--- src/rtl/pp_gen_seq.sv ---
// Sequential partial-product generator: captures one X/Y pair, then streams the WIDTH
// partial-product rows ROWS_PER_BEAT at a time, optionally in Baugh-Wooley signed form.
module pp_gen_seq #(
   parameter int WIDTH         = 16,
   parameter int ROWS_PER_BEAT = 4,
   parameter bit SIGNED_EN     = 1'b1
) (
   input  logic                             clk,
   input  logic                             rst,
   input  logic                             in_valid,
   output logic                             in_ready,
   input  logic [WIDTH-1:0]                 x,
   input  logic [WIDTH-1:0]                 y,
   input  logic                             signed_mode,
   output logic                             out_valid,
   input  logic                             out_ready,
   output logic [ROWS_PER_BEAT*WIDTH-1:0]   out_rows,
   output logic [$clog2(WIDTH)-1:0]         out_row_idx,
   output logic                             out_last,
   output logic                             out_signed,
   output logic                             fsm_state
);

   localparam int IW    = $clog2(WIDTH);
   localparam int RW    = ROWS_PER_BEAT * WIDTH;
   localparam int BEATS = WIDTH / ROWS_PER_BEAT;
   localparam int BW    = (BEATS > 1) ? $clog2(BEATS) : 1;
   localparam logic [BW-1:0] LAST_BEAT = BW'(BEATS - 1);

   if ((WIDTH % ROWS_PER_BEAT) != 0) begin : g_bad_rows_per_beat
      $error("pp_gen_seq: ROWS_PER_BEAT must divide WIDTH");
   end

   typedef enum logic {IDLE = 1'b0, EMIT = 1'b1} state_t;

   state_t            state;
   logic [WIDTH-1:0]  x_reg;
   logic [WIDTH-1:0]  y_reg;
   logic              sign_reg;
   logic [BW-1:0]     beat;
   logic [BW-1:0]     beat_nxt;
   logic              sign_in;

   // Row i: unsigned x[i] ? y : 0. Signed rows invert the sign-column bit, and the
   // top row inverts its magnitude bits instead (Baugh-Wooley form).
   function automatic logic [WIDTH-1:0] pp_row(input logic [WIDTH-1:0] xv,
                                               input logic [WIDTH-1:0] yv,
                                               input logic             sm,
                                               input logic [IW-1:0]    i);
      logic [WIDTH-1:0] row;
      row = xv[i] ? yv : '0;
      if (sm) begin
         if (i == IW'(WIDTH - 1)) begin
            row = {xv[WIDTH-1] & yv[WIDTH-1],
                   ~({(WIDTH-1){xv[WIDTH-1]}} & yv[WIDTH-2:0])};
         end else begin
            row[WIDTH-1] = ~(xv[i] & yv[WIDTH-1]);
         end
      end
      return row;
   endfunction

   function automatic logic [RW-1:0] beat_rows(input logic [WIDTH-1:0] xv,
                                               input logic [WIDTH-1:0] yv,
                                               input logic             sm,
                                               input logic [BW-1:0]    b);
      logic [RW-1:0] rows;
      rows = '0;
      for (int k = 0; k < ROWS_PER_BEAT; k++) begin
         rows[k*WIDTH +: WIDTH] = pp_row(xv, yv, sm, IW'(int'(b) * ROWS_PER_BEAT + k));
      end
      return rows;
   endfunction

   function automatic logic [IW-1:0] first_row(input logic [BW-1:0] b);
      return IW'(int'(b) * ROWS_PER_BEAT);
   endfunction

   assign sign_in   = SIGNED_EN & signed_mode;
   assign beat_nxt  = beat + 1'b1;
   assign fsm_state = (state == EMIT);

   // Handshakes: a transfer happens on a rising edge where valid & ready are both high.
   // in_ready is high only in IDLE; out_valid only in EMIT, where the beat is held until taken.
   always_ff @(posedge clk) begin
      if (rst) begin
         state       <= IDLE;
         in_ready    <= 1'b0;
         out_valid   <= 1'b0;
         out_last    <= 1'b0;
         out_signed  <= 1'b0;
         out_row_idx <= '0;
         out_rows    <= '0;
         x_reg       <= '0;
         y_reg       <= '0;
         sign_reg    <= 1'b0;
         beat        <= '0;
      end else begin
         case (state)
            IDLE: begin
               in_ready <= 1'b1;
               if (in_valid && in_ready) begin
                  x_reg       <= x;
                  y_reg       <= y;
                  sign_reg    <= sign_in;
                  out_signed  <= sign_in;
                  beat        <= '0;
                  out_rows    <= beat_rows(x, y, sign_in, '0);
                  out_row_idx <= '0;
                  out_last    <= (BEATS == 1);
                  out_valid   <= 1'b1;
                  in_ready    <= 1'b0;
                  state       <= EMIT;
               end
            end
            EMIT: begin
               if (out_ready) begin
                  if (beat == LAST_BEAT) begin
                     out_valid <= 1'b0;
                     out_last  <= 1'b0;
                     in_ready  <= 1'b1;
                     state     <= IDLE;
                  end else begin
                     beat        <= beat_nxt;
                     out_rows    <= beat_rows(x_reg, y_reg, sign_reg, beat_nxt);
                     out_row_idx <= first_row(beat_nxt);
                     out_last    <= (beat_nxt == LAST_BEAT);
                  end
               end
            end
            default: state <= IDLE;
         endcase
      end
   end

endmodule

--- config.mk ---
export PLATFORM = sky130hd
export DESIGN_NAME = pp_gen_seq
export DESIGN_NICKNAME = d
export VERILOG_FILES = /design/src/rtl/pp_gen_seq.sv
export SDC_FILE = /design/constraint.sdc
export NUM_CORES = 1
export LEC_CHECK = 0
export BUFFER_PORTS_ARGS = -buffer_cell sky130_fd_sc_hd__clkbuf_2
export CAP_MARGIN = 20
export CORE_AREA = 3 3 98 100
export DETAILED_ROUTE_END_ITERATION = 16
export DIE_AREA = 0 0 101 103
export GPL_TIMING_DRIVEN = 1
export PLACE_DENSITY = 0.82
export RECOVER_POWER = 50
export SLEW_MARGIN = 30
export SYNTH_ARGS = -nofsm -noshare
export SYNTH_HDL_FRONTEND = slang
export SYNTH_SLANG_ARGS = --single-unit
--- constraint.sdc ---
create_clock -name clk -period 2.94 [get_ports clk]
set_input_delay 0.588 -clock clk [delete_from_list [all_inputs] [get_ports clk]]
set_output_delay 0.588 -clock clk [all_outputs]
set_load 0.05 [all_outputs]
==> results by group, run 1 <==
Timing
  • Min cycle time layout: between 2000 and 2500 ps
  • Final hold vios: 0
  • Post-route setup TNS: 0 ps
  • Slew HR: -3.979%
  • RSZ-0062 raised after global routing: no
  • Setup Viol. Count Final: 0
  • Final period util: ~83%
  • Slew Limit Fails: 36
  • F_max: roughly 410 MHz
  • Worst-Margin Slew: between 1500 and 2000 ps
  • Worst Skew: roughly 14 ps

Place
  • Detailed Place HPWL: 8.783 mm
  • Placed cell areas: roughly 5200 sq um
  • I/O Buffers: roughly 110
  • GPL Wtd Cong: ~0.87

Critical path
  • Cell family contributing the most delay on the critical path: multiplexers
  • R2r startpoint: out_row_idx[2]
  • Reg2reg path depth: 5
  • Largest stage delay, worst path: roughly 740 ps
  • Worst EP arrival: ~2700 ps
  • Critical setup path kind: register to register
  • Crit path capture: out_rows[9]
  • CP required: ~3200 ps
  • Worst Setup Start Kind: register
  • Slowest-stage cell, CP: mux4_2
  • CP Launch Point: out_row_idx[2]
  • Worst-path cell chain: inv_1 > ha_1 > mux4_2 > a221oi_1 > nor3_1
  • Nature of the critical path endpoint: register
  • Cell count along the critical path: 5
  • Buf/Inv on CP: 1
  • Reg-to-reg slack, setup: slightly above 500 ps
  • Worst r2r dst: out_rows[9]
  • CP max FO: 16

Yosys
  • Async set-reset flop share out of synthesis: 0%
  • Synth Register Bits: 103
  • Sequential element share of the synthesized area: 43.48%
  • Cells after Synth: 560
  • EDFF count, synth: 0
  • Syn Area/Cell: between 8 and 9 sq um
  • Distinct cells, synth: 40
  • Synth Cell Area: 4742 sq um
  • Yosys warnings: 0
  • Ys flop type: dfxtp_1

Routing
  • Residual DRC count: 0
  • Vias per inst: between 6 and 7
  • Final WL: approximately 13 mm
  • DRT iter0 DRCs: 480
  • Met2 wire length: ~5.7 mm
  • M1 wire length: 5.785 mm
  • Wirelength per Cell: 17.23 microns
  • Drt first pass iters: 5
  • Metal3 WL: roughly 1.1 mm
  • Via count: between 4,000 and 5,000
  • Highest routed layer: met4
  • Post-route ant nets: 0

Finish
  • Commonest non-fill, non-tap cell in the layout: dfxtp_1
  • Sequential cell area: around 2100 sq um
  • Post-layout instance area: 5269 sq um
  • Fillcell total: slightly above 800
  • Synth-to-Final Area Change: 11.11%
  • Fin nets: ~670
  • Commonest non-fill, non-tap cells in the layout: dfxtp_1, nand2_1, nor2_1, clkbuf_2, clkbuf_1
  • # diodes: 0
  • Layout cells sized above 1: between 10% and 20%
  • Multi-input logic area: about 2300 sq um
  • Largest register FFs: 64

Status
  • Violated checks: capacitance limit, slew limit
  • Outcome: finished with violations

Floorplanning
  • Die Span Y: around 100 microns
  • Die W: a little over 100 microns
  • IO Count: 110
  • Site Rows: 34
  • Initial core utilization: between 50 and 60%
  • Core ar.: between 8000 and 9000 sq um
  • Die Area: between 10,000 and 15,000 sq um

CTS
  • Setup bufs post-CTS: 0
  • CTS sink count: approximately 100
  • Clock Pin Slew Worst Setup and Hold Paths: between 100 and 150 ps
  • Clock root buffer: clkbuf_8
  • Worst-skew pair later-pin latency: roughly 370 ps
  • Post-CTS Resized: 0
  • CTS tree: done
  • Inserted Clock Buffers: 9
  • Post-cts hold buffer count: 0
  • Clk buf depth: 2
  • H-Tree Level Count: 3

Global routing
  • Gr usage total: 24.69%
  • Initial antenna violation count: 0
  • Gr ovfl total: 0
  • Pin count of the biggest net entering global routing: 54
  • Vias in the first global route: around 4,200
  • First-pass GRT wire length: about 21 mm

Power
  • Pwr/cell area: approximately 630 nW/um^2
  • Leakage Power: between 0.0015 and 0.002 uW
  • Overall Power: between 3000 and 4000 uW
  • Worst VDD drop: ~0.00026 V

Hold path
  • Hold WC Path Type: input port to register

Job
  • Max cap viols: 1
[Yosys cell counts, types with 9 or more instances]
| cell type | number | area, sq um |
|---|---|---|
| buf_2 | 15 | 75.07 |
| a211oi_1 | 14 | 105.1 |
| a2111oi_2 | 10 | 150.1 |
| clkbuf_1 | 22 | 82.58 |
| o211ai_1 | 9 | 67.56 |
| a21oi_1 | 39 | 195.2 |
| nor3_1 | 47 | 235.2 |
| a221oi_1 | 45 | 394.1 |
| and2_1 | 15 | 93.84 |
| nand2_1 | 96 | 360.4 |
| nor2_1 | 71 | 266.5 |
| dfxtp_1 | 103 | 2062 |
[where the power goes]
| part | switching (uW) | internal (uW) |
|---|---|---|
| Combinational | 683 | 218 |
| Sequential | 80.6 | 1510 |
| Clock | 502 | 336 |
[layout make-up]
| type | count | area share [%] |
|---|---|---|
| Clock buffer | 10 | 2.612 |
| Sequential cell | 103 | 39.14 |
| Multi-Input combinational cell | 400 | 44.17 |
| Tap cell | 108 | 2.565 |
| Inverter | 1 | 0.07124 |
| Clock inverter | 5 | 0.8312 |
| Timing Repair Buffer | 119 | 10.62 |
[how the worst min path moves through the flow]
stage | startpoint | to | slack [ps] | cells past startpoint
after floorplan | x_reg[10] | x_reg[10] | 430 | 2
after global placement | x_reg[1] | x_reg[1] | 440 | 2
after detailed placement | x_reg[2] | x_reg[2] | 450 | 2
after CTS | x[10] | x_reg[10] | 430 | 3
after global routing | x[10] | x_reg[10] | 440 | 3
final | x[7] | x_reg[7] | 440 | 3
[worst min-delay path, stage by stage]
cell	delay (ps)
clkbuf_2	80
nand2_1	50
a21oi_1	50
[cell families (layout without fill, tap and decap cells)]
group,Yosys count,count (layout),share of synthesized area [%]
multiplexers,4,4,1.900
other,1,2,0.07908
AND/OR/NAND/NOR,251,251,23.11
adder cells (fa/ha/maj),2,2,0.5276
buffers and inverters,58,135,7.625
flip-flops,103,103,43.48
AO/OA/AOI/OAI,135,135,22.16
XOR/XNOR,6,6,1.108
[through the flow]
| step | setup WS [ps] | instances | utilization, % | hold slack (ps) |
|---|---|---|---|---|
| after floorplan | 375.6 | 561 | - | 433.1 |
| after global placement | 613.4 | 731 | 58.84 | 443.0 |
| after detailed placement | 541.9 | 731 | 58.84 | 448.5 |
| after CTS | 516.6 | 746 | 60.91 | 431.2 |
| after global routing | 286.1 | 746 | 60.12 | 435.3 |
| final | 506.1 | 746 | 60.12 | 443.8 |
[layer usage]
metal | up-vias | track usage [%]
li1 | 2149 | -
met1 | 2145 | 35.16
met2 | 235 | 37.42
met3 | 29 | 3.924
met4 | 0 | 10.22
met5 | - | 0
Power figures use the tool's default switching activity.
==> run 2, diff against run 1 <==
--- a/config.mk
+++ b/config.mk
@@ -5,13 +5,14 @@
 export SDC_FILE = /design/constraint.sdc
 export NUM_CORES = 1
 export LEC_CHECK = 0
+export ABC_AREA = 1
 export BUFFER_PORTS_ARGS = -buffer_cell sky130_fd_sc_hd__clkbuf_2
 export CAP_MARGIN = 20
-export CORE_AREA = 3 3 98 100
+export CORE_AREA = 3 3 101 103
 export DETAILED_ROUTE_END_ITERATION = 16
-export DIE_AREA = 0 0 101 103
+export DIE_AREA = 0 0 104 106
 export GPL_TIMING_DRIVEN = 1
-export PLACE_DENSITY = 0.82
+export PLACE_DENSITY = 0.81
 export RECOVER_POWER = 50
 export SLEW_MARGIN = 30
 export SYNTH_ARGS = -nofsm -noshare
==> constraint.sdc (replaced) <==
create_clock -name clk -period 2.5 [get_ports clk]
set_input_delay 0.5 -clock clk [delete_from_list [all_inputs] [get_ports clk]]
set_output_delay 0.5 -clock clk [all_outputs]
set_load 0.05 [all_outputs]
==> run 2 against run 1 <==
Effect of this change: the run now ends clean; cell area rose by 6.2%; largest cell class unchanged; synthesized area up 5.8%; die area rose by 6.0%; sequential share of layout area decreased by 2.3 points; utilization rose by 0.17 points; sequential cell count unchanged; first-iteration DRC count increased by 40%; count of clock-buffer cells in the layout unchanged; via count increased by 13%; hold slack worse by 100 ps.
==> results by group, run 2 <==
Critical path
  • Worst r2r dst: out_rows[5] (was out_rows[9])
  • CP required: 2800 ps (was 3190 ps)
  • Largest stage delay, worst path: 540 ps (was 740 ps)
  • Slowest-stage cell, CP: and2_1 (was mux4_2)
  • Nature of the critical path endpoint: register (unchanged)
  • Critical setup path kind: register to register (unchanged)
  • Worst Setup Start Kind: register (unchanged)
  • Worst-path cell chain: inv_4 > ha_1 > inv_2 > nand3_2 > and2_1 > nand2_1 > a31oi_1 (was inv_1 > ha_1 > mux4_2 > a221oi_1 > nor3_1)
  • Reg-to-reg slack, setup: 460 ps (was 510 ps)
  • R2r startpoint: out_row_idx[2] (unchanged)
  • Worst EP arrival: 2340 ps (was 2690 ps)
  • Buf/Inv on CP: 2 (was 1)
  • Reg2reg path depth: 7 (was 5)
  • Cell family contributing the most delay on the critical path: simple AND/OR/NAND/NOR gates (was multiplexers)
  • CP max FO: 15 (was 16)

Power
  • Pwr/cell area: 756.8 nW/um^2 (was 632.8 nW/um^2)
  • Worst VDD drop: 0.0003746 V (was 0.0002634 V)
  • Leakage Power: 0.002325 uW (was 0.001915 uW)

Routing
  • DRT iter0 DRCs: 671 (was 480)
  • Post-route ant nets: 0 (unchanged)
  • Vias per inst: 5.792 (was 6.110)
  • Final WL: 14.43 mm (was 12.86 mm)
  • Via count: 5,143 (was 4,558)
  • Wirelength per Cell: 16.25 microns (was 17.23 microns)
  • Residual DRC count: 0 (unchanged)
  • Drt first pass iters: 6 (was 5)

Floorplanning
  • Die Span Y: 106 microns (was 103 microns)
  • Initial core utilization: 54.06% (was 54.11%)
  • IO Count: 110 (unchanged)
  • Core ar.: 9284 sq um (was 8763 sq um)
  • Site Rows: 35 (was 34)
  • Die Area: 11,020 sq um (was 10,400 sq um)
  • Die W: 104 microns (was 101 microns)

Finish
  • Synth-to-Final Area Change: 11.54% (was 11.11%)
  • Sequential cell area: 2062 sq um (unchanged)
  • Layout cells sized above 1: 16.86% (was 16.30%)
  • Fillcell total: 854 (was 825)
  • # diodes: 0 (unchanged)
  • Fin nets: 794 (was 673)
  • Commonest non-fill, non-tap cell in the layout: nand2_1 (was dfxtp_1)
  • Multi-input logic area: 2420 sq um (was 2327 sq um)
  • Core Util, Final: 60.30% (was 60.12%)
  • Final Instance Count excl. Fillers: 888 (was 746)
  • Commonest non-fill, non-tap cells in the layout: nand2_1, dfxtp_1, o21ai_0, clkbuf_2 (was dfxtp_1, nand2_1, nor2_1, clkbuf_2, clkbuf_1)
  • Largest register FFs: 64 (unchanged)

Timing
  • Slew HR: 38.48% (was -3.979%)
  • Final hold vios: 0 (unchanged)
  • Final period util: 81.75% (was 82.79%)
  • RSZ-0062 raised after global routing: no (unchanged)
  • F_max: 489.3 MHz (was 410.9 MHz)
  • Slew Limit Fails: 0 (was 36)
  • Min cycle time layout: 2044 ps (was 2434 ps)
  • Setup Viol. Count Final: 0 (unchanged)
  • Worst hold slack: 342.7 ps (was 443.8 ps)
  • Post-route setup TNS: 0 ps (unchanged)
  • Worst-Margin Slew: 922.8 ps (was 1560 ps)
  • Worst Skew: 12.90 ps (was 13.93 ps)

Yosys
  • Ys flop type: dfxtp_1 (unchanged)
  • Syn Area/Cell: 7.263 sq um (was 8.468 sq um)
  • Synth top area share: 41.09% (was 43.48%)
  • Commonest cells post-synth: nand2_1, dfxtp_1, o21ai_0 (was dfxtp_1, nand2_1, nor2_1)
  • Yosys warnings: 0 (unchanged)
  • EDFF count, synth: 0 (unchanged)
  • Synth Cell Area: 5019 sq um (was 4742 sq um)
  • Synth Register Bits: 103 (unchanged)
  • Sequential element share of the synthesized area: 41.09% (was 43.48%)
  • Top cells by area, synth: dfxtp_1, o21ai_0, nand2_1 (was dfxtp_1, a221oi_1, nand2_1)
  • Async set-reset flop share out of synthesis: 0% (unchanged)
  • Most frequent cell after synthesis: nand2_1 (was dfxtp_1)
  • Cells after Synth: 691 (was 560)
  • Distinct cells, synth: 30 (was 40)
  • Area leader, netlist: dfxtp_1 (unchanged)

Place
  • Dpl cells: 873 (was 731)
  • GPL Wtd Cong: 0.9285 (was 0.8736)
  • I/O Buffers: 107 (unchanged)
  • Detailed Place HPWL: 9.555 mm (was 8.783 mm)

Hold path
  • Hold path depth: 3 (unchanged)
  • Hold WC Path Type: input port to register (unchanged)
  • Hold Crit Endpoint: x_reg[4] (was x_reg[7])
  • HP Start: x[4] (was x[7])

CTS
  • Clock Pin Slew Worst Setup and Hold Paths: 100 ps (was 110 ps)
  • Clock root buffer: clkbuf_8 (unchanged)
  • Post-cts hold buffer count: 0 (unchanged)
  • H-Tree Level Count: 3 (unchanged)
  • Post-CTS Resized: 0 (unchanged)
  • CTS sink count: 103 (unchanged)
  • Inserted Clock Buffers: 9 (unchanged)
  • Worst-skew pair later-pin latency: 380 ps (was 370 ps)
  • Clk buf depth: 2 (unchanged)
  • Setup bufs post-CTS: 0 (unchanged)
  • CTS tree: done (unchanged)

Job
  • Max cap viols: 0 (was 1)

Global routing
  • Gr ovfl total: 0 (unchanged)
  • First-pass GRT wire length: 23.15 mm (was 20.64 mm)
  • Vias in the first global route: 4,707 (was 4,224)
  • Initial antenna violation count: 0 (unchanged)
  • Pin count of the biggest net entering global routing: 80 (was 54)
  • Gr usage total: 25.21% (was 24.69%)

Status
  • Outcome: completed (was finished with violations)
## run 2: metrics by stage
| step | setup slack (ps) | power [uW] | area [sq um] |
|---|---|---|---|
| 2_1_floorplan | 242.3 | 2868 | 5022 |
| 3_3_place_gp | 631.1 | 3101 | 5451 |
| 3_5_place_dp | 490.9 | 3128 | 5451 |
| 4_1_cts | 486.1 | 4241 | 5663 |
| 5_1_grt | 333.8 | 4394 | 5598 |
| 6_report | 456.3 | 4236 | 5598 |
## run 2: kinds of logic after synthesis
logic type               Yosys count  share of synthesized area (%)
AO/OA/AOI/OAI                    251                          26.95
AND/OR/NAND/NOR                  224                          20.52
buffers and inverters            110                          10.87
flip-flops                       103                          41.09
adder cells (fa/ha/maj)            2                         0.4985
other                              1                        0.07472
## run 2: per-layer routing
layer | wire, microns | GRT usage (%) | part of all wire [%] | vias up
met3 | 1408 | 5.525 | 9.8 | 31
met4 | 349 | 11.21 | 2.4 | 0
li1 | - | - | - | 2474
met5 | 0 | 0 | 0 | -
met1 | 6359 | 35.39 | 44 | 2367
met2 | 6314 | 37.14 | 44 | 271
## run 2: how the worst max path moves through the flow
stage                         startpoint      endpoint  cells after the start
after global routing      out_row_idx[2]  out_rows[13]                      7
after global placement    out_row_idx[2]   out_rows[8]                      7
after CTS                 out_row_idx[2]   out_rows[4]                      7
final                     out_row_idx[2]   out_rows[5]                      7
after detailed placement  out_row_idx[2]   out_rows[4]                      7
after floorplan           out_row_idx[2]  out_rows[37]                     11
## run 2: final cells by class
| class | count | share of cell area, % |
|---|---|---|
| Multi-Input combinational cell | 479 | 43.23 |
| Sequential cell | 103 | 36.84 |
| Timing Repair Buffer | 114 | 10.01 |
| Inverter | 48 | 3.263 |
| Tap cell | 129 | 2.883 |
| Clock buffer | 10 | 2.280 |
| Clock inverter | 5 | 1.498 |
## run 2: report_power, final
group          internal (uW)  switching (uW)
logic                    263             915
registers               1800             107
clock network            561             586
total                   2630            1610
## run 2: tightest hold or removal path, stage by stage
cell and delay [ps]:
clkbuf_2 80, nor2_1 30, nor2_1 80
==> run 3, diff against run 2 <==
--- a/config.mk
+++ b/config.mk
@@ -5,14 +5,14 @@
 export SDC_FILE = /design/constraint.sdc
 export NUM_CORES = 1
 export LEC_CHECK = 0
-export ABC_AREA = 1
+export ABC_AREA = 0
 export BUFFER_PORTS_ARGS = -buffer_cell sky130_fd_sc_hd__clkbuf_2
 export CAP_MARGIN = 20
-export CORE_AREA = 3 3 101 103
+export CORE_AREA = 3 3 103 105
 export DETAILED_ROUTE_END_ITERATION = 16
-export DIE_AREA = 0 0 104 106
+export DIE_AREA = 0 0 106 108
 export GPL_TIMING_DRIVEN = 1
-export PLACE_DENSITY = 0.81
+export PLACE_DENSITY = 0.78
 export RECOVER_POWER = 50
 export SLEW_MARGIN = 30
 export SYNTH_ARGS = -nofsm -noshare
==> constraint.sdc (replaced) <==
create_clock -name clk -period 1.8 [get_ports clk]
set_input_delay 0.36 -clock clk [delete_from_list [all_inputs] [get_ports clk]]
set_output_delay 0.36 -clock clk [all_outputs]
set_load 0.05 [all_outputs]
==> run 3 against run 2 <==
Effect of this change: the flow now finishes with violations (setup timing); global-route usage is 0.44 points lower; setup slack worse by 590 ps; routed wire length up 0.80%; sequential cell count stayed put; hold slack got worse by 140 ps; sequential power rose by 37%; count of clock-buffer cells in the layout decreased by 1; critical path type unchanged; critical endpoint is now out_rows[14].
==> results by group, run 3 (synthesized netlist as in run 1, its figures left out) <==
Status
  • Outcome: finished with violations (was completed)
  • Violated checks: setup timing

Timing
  • Final period util: 107.5% (was 81.75%)
  • Min cycle time layout: 1935 ps (was 2044 ps)
  • Worst hold slack: 202.1 ps (was 342.7 ps)
  • RSZ-0062 raised after global routing: yes (was no)
  • Slew HR: 48.85% (was 38.48%)
  • Worst Skew: 14.61 ps (was 12.90 ps)
  • F_max: 516.7 MHz (was 489.3 MHz)
  • Final Worst Setup Slack: -135.4 ps (was 456.3 ps)
  • Setup Viol. Count Final: 60 (was 0)
  • Final hold vios: 0 (unchanged)
  • Slew Limit Fails: 0 (unchanged)
  • Worst-Margin Slew: 765.7 ps (was 922.8 ps)

Global routing
  • Initial antenna violation count: 0 (unchanged)
  • Vias in the first global route: 4,460 (was 4,707)
  • Pin count of the biggest net entering global routing: 40 (was 80)
  • First-pass GRT wire length: 22.91 mm (was 23.15 mm)
  • Gr usage total: 24.76% (was 25.21%)
  • Gr ovfl total: 0 (unchanged)

CTS
  • Post-cts hold buffer count: 0 (unchanged)
  • Worst-skew pair later-pin latency: 380 ps (about the same)
  • Clock root buffer: clkbuf_8 (unchanged)
  • Inserted Clock Buffers: 9 (unchanged)
  • H-Tree Level Count: 3 (unchanged)
  • CTS tree: done (unchanged)
  • Clock Pin Slew Worst Setup and Hold Paths: 100 ps (about the same)
  • CTS sink count: 103 (unchanged)
  • Clk buf depth: 2 (unchanged)

Critical path
  • CP max FO: 16 (was 15)
  • R2r startpoint: out_row_idx[2] (unchanged)
  • Nature of the critical path endpoint: register (unchanged)
  • Critical setup path kind: register to register (unchanged)
  • Reg2reg path depth: 6 (was 7)
  • Worst EP arrival: 2170 ps (was 2340 ps)
  • Reg-to-reg slack, setup: -140 ps (was 460 ps)
  • CP Launch Point: out_row_idx[2] (unchanged)
  • Worst Setup Start Kind: register (unchanged)
  • Worst r2r dst: out_rows[14] (was out_rows[5])
  • Crit path capture: out_rows[14] (was out_rows[5])
  • CP required: 2040 ps (was 2800 ps)

Floorplanning
  • Site Rows: 36 (was 35)
  • Die W: 106 microns (was 104 microns)
  • Core ar.: 9729 sq um (was 9284 sq um)
  • IO Count: 110 (unchanged)
  • Die Area: 11,450 sq um (was 11,020 sq um)
  • Die Span Y: 108 microns (was 106 microns)
  • Initial core utilization: 48.74% (was 54.06%)

Routing
  • Post-route ant nets: 0 (unchanged)
  • Residual DRC count: 0 (unchanged)
  • Drt first pass iters: 5 (was 6)
  • Final WL: 14.55 mm (was 14.43 mm)
  • Wirelength per Cell: 18.39 microns (was 16.25 microns)
  • Vias per inst: 5.925 (was 5.792)
  • Via count: 4,687 (was 5,143)
  • DRT iter0 DRCs: 475 (was 671)

Power
  • Leakage Power: 0.002189 uW (was 0.002325 uW)
  • Pwr/cell area: 961.7 nW/um^2 (was 756.8 nW/um^2)
  • Worst VDD drop: 0.0005230 V (was 0.0003746 V)

Finish
  • Commonest non-fill, non-tap cell in the layout: dfxtp_1 (was nand2_1)
  • Layout cells sized above 1: 27.36% (was 16.86%)
  • Synth-to-Final Area Change: 28.63% (was 11.54%)
  • Final Instance Count excl. Fillers: 791 (was 888)
  • Commonest non-fill, non-tap cells in the layout: dfxtp_1, nand2_1, nor2_1, clkbuf_1, clkbuf_2 (was nand2_1, dfxtp_1, o21ai_0, clkbuf_2)
  • Largest register FFs: 64 (unchanged)
  • Fin nets: 693 (was 794)
  • # diodes: 0 (unchanged)

Hold path
  • Hold WC Path Type: input port to register (unchanged)

Place
  • GPL Wtd Cong: 0.8147 (was 0.9285)
  • Detailed Place HPWL: 9.835 mm (was 9.555 mm)
  • Dpl cells: 773 (was 873)
  • I/O Buffers: 107 (unchanged)

Job
  • Max cap viols: 0 (unchanged)
## run 3: through the flow
step / setup slack, ps / TNS (ps) / utilization, % / power (uW) / cell area, sq um
after global placement: -62.34 / -1103 / 58.95 / 4298 / 5736
after CTS: -99.69 / -3350 / 61.72 / 5815 / 6005
after global routing: -212.5 / -7389 / 62.69 / 6070 / 6100
final: -135.4 / -4047 / 62.69 / 5866 / 6100
after detailed placement: -119.4 / -3227 / 58.95 / 4342 / 5736
after floorplan: -449.6 / -19450 / - / 3886 / 5070
## run 3: metal layers
layer	share of wire, %	up-vias	wire [microns]	GRT usage (%)
met2	48	204	6922	39.94
met1	44	2248	6391	34.24
li1	-	2208	-	-
met4	1.8	0	261	8.603
met5	0	-	0	0
met3	6.7	27	971	3.582
## run 3: area by class of cell
cell class	instances	area (sq um)
Clock buffer	9	123.9
Timing Repair Buffer	138	822.0
Sequential cell	103	2068
Multi-Input combinational cell	401	2846
Tap cell	133	166.4
Fill cell	854	3630
Clock inverter	6	68.82
Inverter	1	3.754
## run 3: worst min path at each step
stage,start,endpoint,slack [ps],depth (start not counted)
2_1_floorplan,x_reg[10],x_reg[10],430,2
3_3_place_gp,x_reg[2],x_reg[2],440,2
3_5_place_dp,x_reg[1],x_reg[1],450,2
4_1_cts,x[9],x_reg[9],190,3
5_1_grt,x[9],x_reg[9],210,3
6_report,x[9],x_reg[9],200,3
## run 3: worst max-delay path, cell delays in order, from the launching register on
cell	delay [ps]
dfxtp_4	350
inv_2	40
ha_4	310
mux4_2	550
buf_12	180
a221oi_4	280
nor3_1	90
## run 3: power breakdown
part | switching, uW | total (uW) | internal (uW)
clock | 841 | 1490 | 646
combinational | 1260 | 1770 | 503
sequential | 137 | 2610 | 2470
## run 3: what timing repair did
item	in CTS	in global routing
pin swaps	8	5
gates resized for setup	9	18
endpoints found under the setup margin	60	61
buffers inserted	2	0
gates cloned	1	0
